<file path="src/rtl/online_pkg.sv">
// Shared definitions for the signed-digit online datapath: digit encoding,
// width helpers and value conversion helpers.
package online_pkg;

  localparam logic [1:0] DIG_POS  = 2'b10;
  localparam logic [1:0] DIG_NEG  = 2'b01;
  localparam logic [1:0] DIG_ZERO = 2'b00;

  function automatic int clog2(input int n);
    int r;
    r = 0;
    while ((1 << r) < n) r++;
    return r;
  endfunction

  function automatic int wl_digits(input int n);
    return 2 * n;
  endfunction

  // Output width: input digits + coefficient digits + one digit per tree level.
  function automatic int wl_out(input int stage, input int cw);
    return wl_digits(stage + cw + clog2(cw));
  endfunction

  // Number of live operands at adder-tree level lvl (level 0 = partial products).
  function automatic int tree_cnt(input int cw, input int lvl);
    int c;
    c = cw;
    for (int k = 0; k < lvl; k++) c = (c + 1) / 2;
    return c;
  endfunction

  // 11 is a legal redundant zero, so only the two single-bit codes carry weight.
  function automatic logic signed [2:0] digit_val(input logic [1:0] d);
    case (d)
      DIG_POS: return 3'sd1;
      DIG_NEG: return -3'sd1;
      default: return 3'sd0;
    endcase
  endfunction

  function automatic logic [1:0] digit_enc(input logic signed [2:0] v);
    if (v == 3'sd1) return DIG_POS;
    if (v == -3'sd1) return DIG_NEG;
    return DIG_ZERO;
  endfunction

  // Non-adjacent-form CSD encoding of v into n digits (n <= 32).
  function automatic logic [63:0] to_csd(input longint v, input int n);
    logic [63:0] r;
    longint      m;
    r = '0;
    m = v;
    for (int i = 0; i < n && i < 32; i++) begin
      if (m[0]) begin
        if (m[1]) begin
          r[2*i +: 2] = DIG_NEG;
          m = m + 1;
        end else begin
          r[2*i +: 2] = DIG_POS;
          m = m - 1;
        end
      end
      m = m >>> 1;
    end
    return r;
  endfunction

  function automatic longint sd_value(input logic [63:0] v, input int n);
    longint r;
    r = 0;
    for (int i = 0; i < n && i < 32; i++)
      r += longint'(digit_val(v[2*i +: 2])) * (longint'(1) <<< i);
    return r;
  endfunction

endpackage

</file>
<file path="src/rtl/online_adder.sv">
// Carry-free radix-2 signed-digit adder: N digits per operand, N+1 digits out.
// Each position only looks one digit down, so the delay is independent of N.
module online_adder
  import online_pkg::*;
#(
  parameter int N = 4
) (
  input  logic [2*N-1:0] a,
  input  logic [2*N-1:0] b,
  output logic [2*N+1:0] s
);

  logic signed [2:0] p [N];
  logic signed [2:0] t [N+1];   // t[i+1] is the transfer leaving digit i
  logic signed [2:0] w [N+1];
  logic [N:0]        lo_neg;    // lo_neg[i]: a negative operand digit at i-1

  // Position sums, transfer/interim split, then fold transfers back in.
  always_comb begin
    lo_neg = '0;
    s      = '0;
    t[0]   = 3'sd0;
    w[N]   = 3'sd0;
    for (int i = 0; i < N; i++) begin
      p[i] = digit_val(a[2*i +: 2]) + digit_val(b[2*i +: 2]);
      lo_neg[i+1] = (digit_val(a[2*i +: 2]) == -3'sd1) ||
                    (digit_val(b[2*i +: 2]) == -3'sd1);
    end
    for (int i = 0; i < N; i++) begin
      case (p[i])
        3'sd2: begin
          t[i+1] = 3'sd1;
          w[i]   = 3'sd0;
        end
        -3'sd2: begin
          t[i+1] = -3'sd1;
          w[i]   = 3'sd0;
        end
        3'sd1: begin
          t[i+1] = lo_neg[i] ? 3'sd0 : 3'sd1;
          w[i]   = lo_neg[i] ? 3'sd1 : -3'sd1;
        end
        -3'sd1: begin
          t[i+1] = lo_neg[i] ? -3'sd1 : 3'sd0;
          w[i]   = lo_neg[i] ? 3'sd1 : -3'sd1;
        end
        default: begin
          t[i+1] = 3'sd0;
          w[i]   = 3'sd0;
        end
      endcase
    end
    for (int i = 0; i <= N; i++)
      s[2*i +: 2] = digit_enc(w[i] + t[i]);
  end

endmodule

</file>
<file path="src/rtl/online_ccm_pp_gen.sv">
// One partial product: x shifted up by SHIFT digits, negated or zeroed by
// the coefficient digit.
module online_ccm_pp_gen
  import online_pkg::*;
#(
  parameter int STAGE = 4,
  parameter int SHIFT = 0,
  parameter int NOUT  = 14
) (
  input  logic [2*STAGE-1:0] x,
  input  logic [1:0]         dig,
  output logic [2*NOUT-1:0]  pp
);

  logic [2*NOUT-1:0] sh;

  // Negation is a plus/minus swap per digit; 11 coefficient digits give zero.
  always_comb begin
    sh = '0;
    sh[2*SHIFT +: 2*STAGE] = x;
    pp = '0;
    if (dig == DIG_POS) begin
      pp = sh;
    end else if (dig == DIG_NEG) begin
      for (int d = 0; d < NOUT; d++) pp[2*d +: 2] = {sh[2*d], sh[2*d+1]};
    end
  end

endmodule

</file>
<file path="src/rtl/online_ccm_pipe.sv">
// Pipelined signed-digit constant-coefficient multiplier with a runtime
// coefficient bank and a registered online adder tree.
module online_ccm_pipe
  import online_pkg::*;
#(
  parameter int STAGE = 4,
  parameter int CW    = 10,
  parameter int NCOEF = 4
) (
  input  logic                          clk,
  input  logic                          rst,
  input  logic                          in_valid,
  output logic                          in_ready,
  input  logic [wl_digits(STAGE)-1:0]   x,
  input  logic [clog2(NCOEF)-1:0]       sel,
  input  logic                          coef_we,
  input  logic [clog2(NCOEF)-1:0]       coef_addr,
  input  logic [wl_digits(CW)-1:0]      coef_data,
  output logic                          out_valid,
  input  logic                          out_ready,
  output logic [wl_out(STAGE, CW)-1:0]  y
);

  localparam int LV  = clog2(CW);
  localparam int ND0 = STAGE + CW;
  localparam int ND  = ND0 + LV;
  localparam int WD  = wl_digits(ND);

  logic                       en;
  logic [wl_digits(CW)-1:0]   bank_q [NCOEF];
  logic [wl_digits(CW)-1:0]   bank_d [NCOEF];
  logic [wl_digits(CW)-1:0]   coef_sel;
  logic [wl_digits(ND0)-1:0]  pp_w   [CW];
  logic [WD-1:0]              node_w [LV+1][CW];
  logic [WD-1:0]              lvl_q  [LV+1][CW];
  logic [WD-1:0]              lvl_d  [LV+1][CW];
  logic [LV:0]                vld_q;
  logic [LV:0]                vld_d;

  assign en        = out_ready | ~vld_q[LV];
  assign in_ready  = en;
  assign out_valid = vld_q[LV];
  assign y         = lvl_q[LV][0];
  assign coef_sel  = bank_q[sel];

  for (genvar j = 0; j < CW; j++) begin : g_pp
    online_ccm_pp_gen #(
      .STAGE(STAGE),
      .SHIFT(j),
      .NOUT (ND0)
    ) u_pp (
      .x  (x),
      .dig(coef_sel[2*j +: 2]),
      .pp (pp_w[j])
    );
    assign node_w[0][j] = WD'(pp_w[j]);
  end

  // Level k pairs operands of level k-1; an odd one out is carried up as is.
  for (genvar k = 1; k <= LV; k++) begin : g_lvl
    localparam int NI = ND0 + k - 1;
    localparam int CI = tree_cnt(CW, k - 1);
    localparam int CO = tree_cnt(CW, k);
    for (genvar i = 0; i < CW; i++) begin : g_node
      if (i < CO && 2*i + 1 < CI) begin : g_add
        logic [2*NI+1:0] sum;
        online_adder #(.N(NI)) u_add (
          .a(lvl_q[k-1][2*i][2*NI-1:0]),
          .b(lvl_q[k-1][2*i+1][2*NI-1:0]),
          .s(sum)
        );
        assign node_w[k][i] = WD'(sum);
      end else if (i < CO) begin : g_pass
        assign node_w[k][i] = lvl_q[k-1][2*i];
      end else begin : g_none
        assign node_w[k][i] = '0;
      end
    end
  end

  // Bank writes land regardless of pipeline stall; readers see the old value this cycle.
  always_comb begin
    bank_d = bank_q;
    if (coef_we) bank_d[coef_addr] = coef_data;
  end

  // Whole pipe, bubbles included, advances together or holds together.
  always_comb begin
    vld_d = en ? {vld_q[LV-1:0], in_valid} : vld_q;
    for (int k = 0; k <= LV; k++)
      for (int i = 0; i < CW; i++)
        lvl_d[k][i] = en ? node_w[k][i] : lvl_q[k][i];
  end

  // State registers; reset also clears the bank and blocks writes.
  always_ff @(posedge clk) begin
    if (rst) begin
      vld_q  <= '0;
      lvl_q  <= '{default: '0};
      bank_q <= '{default: '0};
    end else begin
      vld_q  <= vld_d;
      lvl_q  <= lvl_d;
      bank_q <= bank_d;
    end
  end

endmodule

</file>
<file path="config.mk">
export PLATFORM = sky130hd
export DESIGN_NAME = online_ccm_pipe
export DESIGN_NICKNAME = d
export VERILOG_FILES = /design/src/rtl/online_pkg.sv /design/src/rtl/online_adder.sv /design/src/rtl/online_ccm_pp_gen.sv /design/src/rtl/online_ccm_pipe.sv
export SDC_FILE = /design/constraint.sdc
export NUM_CORES = 1
export LEC_CHECK = 0
export ABC_CLOCK_PERIOD_IN_PS = 6200
export BUFFER_PORTS_ARGS = -buffer_cell sky130_fd_sc_hd__buf_2
export CORE_MARGIN = 1
export CORE_UTILIZATION = 45
export CTS_BUF_LIST = sky130_fd_sc_hd__clkbuf_4
export DETAILED_ROUTE_END_ITERATION = 6
export GPL_TIMING_DRIVEN = 0
export MAX_ROUTING_LAYER = met4
export PLACE_DENSITY = 0.66
export SYNTH_ARGS = -nofsm -noshare
export SYNTH_HDL_FRONTEND = slang
export SYNTH_SLANG_ARGS = --single-unit
</file>
<file path="constraint.sdc">
create_clock -name clk -period 6.2 [get_ports clk]
set_clock_uncertainty 0.15 [all_clocks]
set_input_delay 0.62 -clock clk [delete_from_list [all_inputs] [get_ports clk]]
set_output_delay 0.62 -clock clk [all_outputs]
set_load 0.03 [all_outputs]
</file>
==> flow_summary_export.csv, run 1 <==
group,metric,value,unit
yosys,syn_inst,2638,
worst_setup_path,arrival,2.71,ns
detailed_routing,drt_wl_total,60900,µm
floorplan,ioPinCount,75,
floorplan,start_util,45.8,%
min_path,hold_start,"x[7]",
placed_design,finalWeightedCongestion,0.883,
detailed_routing,ant_nets,0,
timing,max_slew_margin,19.3,%
yosys,yosysMostFrequentCell,"nand2_1",
timing,maxSlewViolCount,0,
worst_setup_path,crit_required,5.43,ns
worst_setup_path,end_kind,"output pin",
yosys,synthTopCellsByCount,"nand2_1, dfxtp_1, inv_1",
yosys,syn_area_per_cell,8.56,µm²
pwr,p_leak,10.4,nW
global_routing,grt_pass1_wl,97100,µm
yosys,yosys-top-cells-area,"dfxtp_1, ha_1, fa_1",
timing,setup_viol,0,
layout,drive_gt1_share,14.1,%
worst_setup_path,r2r-start,"lvl_q[1771]",
clocking,cts_max_level,3,
clocking,path_clk_slew,0.06,ns
detailed_routing,drt-pass1-iter-count,5,
worst_setup_path,critPathLaunch,"vld_q[4]",
global_routing,grt.overflow.total,0,
worst_setup_path,startpoint_type,"flip-flop",
floorplan,num_rows,81,
worst_setup_path,rrSetupSlack,2.93,ns
yosys,synth_area,0.0226,mm²
placed_design,placed_cells,3365,
floorplan,die_h,226,µm
layout,area_growth,11.0,%
global_routing,grt_max_degree,14,
detailed_routing,wl_per_cell,17.2,µm
clocking,clock_latency,0.85,ns
yosys,synth_cell_types,53,
timing,fin_crit,3.48,ns
floorplan,die_w,226,µm
clocking,cts_resized,0,
timing,tns,0,ns
clocking,cts_buffers,91,
timing,hold_viol_final,0,
clocking,cts_setup_buffers,0,
layout,final_cells,3541,
worst_setup_path,crit_fanout,10,
layout,num-fill-cells,4731,
yosys,synth_ff_type,"dfxtp_1",
min_path,hold_path.class,"in2reg",
pwr,power_density,217,mW/mm²
timing,fmax,287,MHz
clocking,postCtsHoldBufs,22,
global_routing,antenna_found_initial,2,
worst_setup_path,critPathKind,"reg2out",
timing,tightest_slew,1.21,ns
yosys,yosysTopAreaCell,"dfxtp_1",
yosys,synth_top_area_share,29.4,%
clocking,cts.sink_count,332,
timing,holdWs,0.123,ns
detailed_routing,drtIter0Drc,918,
layout,nNetsFinal,3233,
detailed_routing,vias_per_cell,5.35,
timing,final.setup.worst_slack,2.72,ns
detailed_routing,vias,18900,
floorplan,coreArea,0.0493,mm²
timing,fin_crit_sh,56.1,%
global_routing,grt_usage,25.1,%
yosys,ys_seq_elements,332,
flow_run,max_cap_violations,0,
yosys,ys_async_sr_fraction,0,%
yosys,yosysWarnings,0,
placed_design,hpwl,46200,µm
timing,grt_setup_unrepaired,"no",
detailed_routing,drc,0,
clocking,clock-root-buffer,"clkbuf_4",
pwr,ir_worst_vdd,0.000181,V
placed_design,dpl_worst_slack,2.97,ns
floorplan,dieArea,0.0511,mm²
yosys,ys_seq_area_share,29.4,%
run_status,outcome,"completed",
global_routing,grt_pass1_vias,19000,
clocking,cts_tree,"done",
clocking,cts_max_path_buffers,3,
placed_design,io_buffers,57,
yosys,synth_edf_count,0,
## power breakdown
group	internal, W	switching (W)	total [W]
Clock	0.00102	0.000952	0.00197
Combinational	0.000475	0.000704	0.00118
Sequential	0.00223	0.0000634	0.00229
Total	0.00373	0.00172	0.00545
## worst paths after layout
check,to,depth (start not counted)
setup / recovery,in_ready,4
hold / removal,lvl_q[1634],3
setup reg to reg,lvl_q[1410],13
hold reg to reg,lvl_q[671],2
## cell families after synthesis
family	synth area share, %
muxes	2.46
buffers and inverters	9.32
and+or+nand+nor	17.4
adders and majority gates	24.2
DFF	29.4
AOI/OAI and AO/OA	16.5
xor gates and xnor gates	0.659
other	0.0166
## state kept, by name (all words and copies together), names as in the netlist
signal  flops
y          29
vld_q       5
lvl_q     218
bank_q     80
## metrics by stage
stage	instance area (µm²)	total power, W	util [%]
global placement	23700	0.00345	48.2
detailed placement	23700	0.00349	48.2
CTS	25100	0.00548	50.9
finish	25100	0.00545	50.9
floorplan	22600	0.00321	-
global route	25100	0.00578	50.9
## placed cells by master (no fill, tap or decap), types with 11 or more instances in the layout
cell type	instances
o21ai_0	92
nand2_1	420
a211oi_2	30
ha_1	286
nor2b_1	52
a211oi_1	32
nor2_1	196
mux4_2	19
dfxtp_1	332
a21oi_1	235
dlygate4sd3_1	22
a32o_1	15
buf_6	16
fa_1	94
o21a_1	11
clkbuf_1	100
nand3_1	26
nand4b_1	11
xor2_1	16
buf_2	80
a221oi_2	57
clkinv_1	17
inv_1	294
a221oi_1	23
nor3_1	93
nand3b_1	18
clkbuf_4	127
buf_4	42
and2_1	23
## per-layer routing
metal / routed length (µm) / track usage (%)
met2: 29000 / 42.2
met3: 3760 / 4.75
met5: 0 / -
met4: 2940 / 12.3
met1: 25300 / 28.6
## worst max-delay path, cell delays in order, from the launching register on
cell and delay [ns]:
dfxtp_1 0.32, nor2b_1 0.36, clkinv_1 0.36, clkbuf_1 0.49, buf_2 0.34
## final cells by class
class | instances | area (µm²) | area share, %
clock inverter | 25 | 160 | 0.639
timing repair buffer | 79 | 505 | 2.02
sequential | 332 | 6650 | 26.5
inverter | 295 | 1110 | 4.42
buffer | 184 | 997 | 3.98
clock buffer | 127 | 953 | 3.81
multi-input combinational | 1833 | 13800 | 55.3
antenna | 2 | 5.00 | 0.0200
tap | 664 | 831 | 3.32
Note: power is estimated with default switching activity, not from simulation.
==> run 2: changes to the inputs <==
--- a/config.mk
+++ b/config.mk
@@ -5,7 +5,8 @@
 export SDC_FILE = /design/constraint.sdc
 export NUM_CORES = 1
 export LEC_CHECK = 0
-export ABC_CLOCK_PERIOD_IN_PS = 6200
+export ABC_AREA = 1
+export ABC_CLOCK_PERIOD_IN_PS = 3500
 export BUFFER_PORTS_ARGS = -buffer_cell sky130_fd_sc_hd__buf_2
 export CORE_MARGIN = 1
 export CORE_UTILIZATION = 45
==> constraint.sdc (replaced) <==
create_clock -name clk -period 3.5 [get_ports clk]
set_clock_uncertainty 0.15 [all_clocks]
set_input_delay 0.35 -clock clk [delete_from_list [all_inputs] [get_ports clk]]
set_output_delay 0.35 -clock clk [all_outputs]
set_load 0.03 [all_outputs]
==> run 2 against run 1 <==
  * The run now ends with design-rule violations left
  * Cell count grew 19%
  * Clock-buffer cell count grew 3
  * Non-clock buffer count grew 8
  * Critical path type is now reg2reg
  * Critical endpoint is now lvl_q[1411]
==> flow_summary_export.csv, run 2 <==
group,metric,value,unit
global_routing,antenna_found_initial,4,
timing,fin_crit_sh,88.8,%
clocking,cts_buffers,91,
yosys,yosysTopAreaCell,"dfxtp_1",
global_routing,grt.overflow.total,0,
floorplan,start_util,45.6,%
yosys,ys_async_sr_fraction,0,%
global_routing,grt_pass1_vias,20600,
layout,regArea,0.00665,mm²
global_routing,use_met3,4.52,%
timing,hold_viol_final,0,
floorplan,die_w,233,µm
yosys,synth_ff_type,"dfxtp_1",
worst_setup_path,crit_fanout,4,
layout,drive_gt1_share,9.88,%
detailed_routing,drt_wl_total,63700,µm
layout,num-fill-cells,5257,
worst_setup_path,end_kind,"flip-flop",
global_routing,use_met1,29.9,%
yosys,yosysWarnings,0,
detailed_routing,wl_per_cell,15.1,µm
layout,regMostFlops,"lvl_q",
timing,fmax,322,MHz
layout,final_cells,4207,
timing,max_slew_margin,43.8,%
timing,grt_setup_unrepaired,"no",
detailed_routing,ant_nets,0,
flow_run,max_cap_violations,0,
run_status,outcome,"complete, but fails checks",
clocking,clock_latency,0.87,ns
yosys,yosys-top-cells-area,"dfxtp_1, ha_1, inv_1",
pwr,p_leak,13.5,nW
worst_setup_path,r2r-start,"lvl_q[1771]",
layout,final_common_cell,"inv_1",
layout,largest_register_ffs,218,
yosys,syn_inst,3259,
floorplan,num_rows,84,
global_routing,grt_max_degree,14,
detailed_routing,vias,21100,
yosys,ys_seq_elements,332,
layout,area_growth,11.3,%
layout,most-common-layout-cells,"inv_1, nand2_1, nand3_1, dfxtp_1, ha_1",
placed_design,hpwl,47600,µm
min_path,hold_start,"coef_we",
global_routing,grt_busiest_layer,"met2",
timing,tightest_slew,0.843,ns
worst_setup_path,critPathKind,"reg2reg",
clocking,clock-root-buffer,"clkbuf_4",
detailed_routing,drt-pass1-iter-count,7,
timing,fin_crit,3.11,ns
placed_design,io_buffers,56,
yosys,ys_seq_area_share,27.7,%
min_path,hold_depth,6,
global_routing,grt_pass1_wl,104000,µm
timing,tns,0,ns
global_routing,gr-usage-met2,40.9,%
clocking,path_clk_slew,0.08,ns
min_path,holdPathEnd,"bank_q[36]",
worst_setup_path,cpPeakStageDelay,0.49,ns
yosys,synth_cell_types,49,
min_path,hold_path.class,"in2reg",
worst_setup_path,crit_required,4.13,ns
floorplan,die_h,233,µm
clocking,cts_max_level,3,
floorplan,coreArea,0.0527,mm²
worst_setup_path,rrSetupSlack,0.39,ns
worst_setup_path,worst_path_most_repeated_cell,"ha_1",
worst_setup_path,critPathLaunch,"lvl_q[1771]",
yosys,synthTopCellsByCount,"inv_1, nand2_1, nand3_1",
detailed_routing,drtIter0Drc,1482,
clocking,cts_setup_buffers,0,
clocking,cts_tree,"done",
pwr,ir_worst_vdd,0.000253,V
worst_setup_path,r2r_end,"lvl_q[1411]",
run_status,violations,"design-rule violations",
timing,maxSlewViolCount,0,
floorplan,ioPinCount,75,
placed_design,placed_cells,4009,
detailed_routing,vias_per_cell,5.02,
layout,nNetsFinal,3867,
yosys,synth_top_area_share,27.7,%
worst_setup_path,r2r_cells,11,
clocking,cts.sink_count,332,
yosys,synth_area,0.0240,mm²
layout,utilization,50.7,%
worst_setup_path,startpoint_type,"flip-flop",
worst_setup_path,slowest_stage,"fa_1",
clocking,cts_max_path_buffers,3,
worst_setup_path,crit_chain,"inv_1 -> ha_1 -> inv_1 -> ha_1 -> fa_1 -> nor3_1 -> o21bai_1 -> ha_1 -> fa_1 -> nand3b_1 -> a21oi_1",
timing,setup_viol,0,
pwr,power_density,423,mW/mm²
placed_design,finalWeightedCongestion,0.916,
global_routing,grt_usage,24.8,%
yosys,syn_area_per_cell,7.36,µm²
layout,multi_input_area,0.0140,mm²
worst_setup_path,arrival,3.73,ns
yosys,yosysMostFrequentCell,"inv_1",
yosys,synth_edf_count,0,
detailed_routing,drc,4,
floorplan,dieArea,0.0543,mm²
==> run 2: cell count changes in the layout (fill, tap and decap cells not counted), sizes merged, moves of 53 or more <==
cell    before  now
nand3b      18   93
nor3        93    9
a21oi      235  182
nand3       26  334
a221oi      80    0
o21ai       92  338
a211oi      62    9
inv        297  594
nor2b       56    0
==> run 2: report_power, final <==
part | total, W | internal [W] | switching [W]
registers | 0.00425 | 0.00407 | 0.000181
clock network | 0.00366 | 0.00192 | 0.00175
logic | 0.00338 | 0.00137 | 0.00201
total | 0.0113 | 0.00735 | 0.00394
==> run 2: final cells by class <==
cell class	instances	area share (%)
antenna	6	0.0562
buffer	179	4.11
clock buffer	130	3.66
clock inverter	26	0.698
inverter	592	8.36
multi-input combinational	2162	52.6
sequential	332	24.9
tap	688	3.22
timing repair buffer	92	2.40
==> run 2: per-layer routing <==
metal	vias up	share of wire, %
li1	10800	-
met1	9534	44
met2	623	46
met3	169	5.9
met4	0	3.8
met5	-	0
==> run 2: how the worst max path moves through the flow <==
| stage | end | depth (start not counted) |
|---|---|---|
| 6_report | lvl_q[1411] | 11 |
| 5_1_grt | lvl_q[703] | 14 |
| 4_1_cts | lvl_q[1411] | 11 |
| 3_5_place_dp | lvl_q[1411] | 11 |
| 3_3_place_gp | lvl_q[1411] | 11 |
| 2_1_floorplan | lvl_q[1024] | 13 |
==> run 2: critical path: cells and delay by family (launching register included) <==
kind	cells	cell delay (ns)
fa+ha+maj	5	1.57
simple gates	2	0.50
flops	1	0.38
compound gates	2	0.35
buf+inv	2	0.11
==> run 2: kinds of logic after synthesis <==
family	Yosys count	synth area share (%)
xor+xnor	7	0.256
buf+inv	771	13.9
compound gates	578	12.8
mux	9	0.407
other cells	1	0.0156
simple gates	1181	22.2
flops	332	27.7
fa+ha+maj	380	22.8
==> run 2: per-stage QoR <==
stage | hold WS, ns | total power (W) | area (µm²) | setup slack [ns]
5_1_grt | 0.0353 | 0.0121 | 26700 | 0.183
6_report | 0.0724 | 0.0113 | 26700 | 0.392
3_3_place_gp | 0.285 | 0.00756 | 25200 | 0.416
2_1_floorplan | 0.273 | 0.00686 | 24000 | 0.609
3_5_place_dp | 0.287 | 0.00764 | 25200 | 0.391
4_1_cts | 0.0120 | 0.0114 | 26700 | 0.400
==> run 2: timing repair <==
item | in CTS | in global routing
hold buffers | 36 | 0
endpoints found under the setup margin | 0 | 0
endpoints found under the hold margin | 123 | 0
resized for setup | 0 | 0
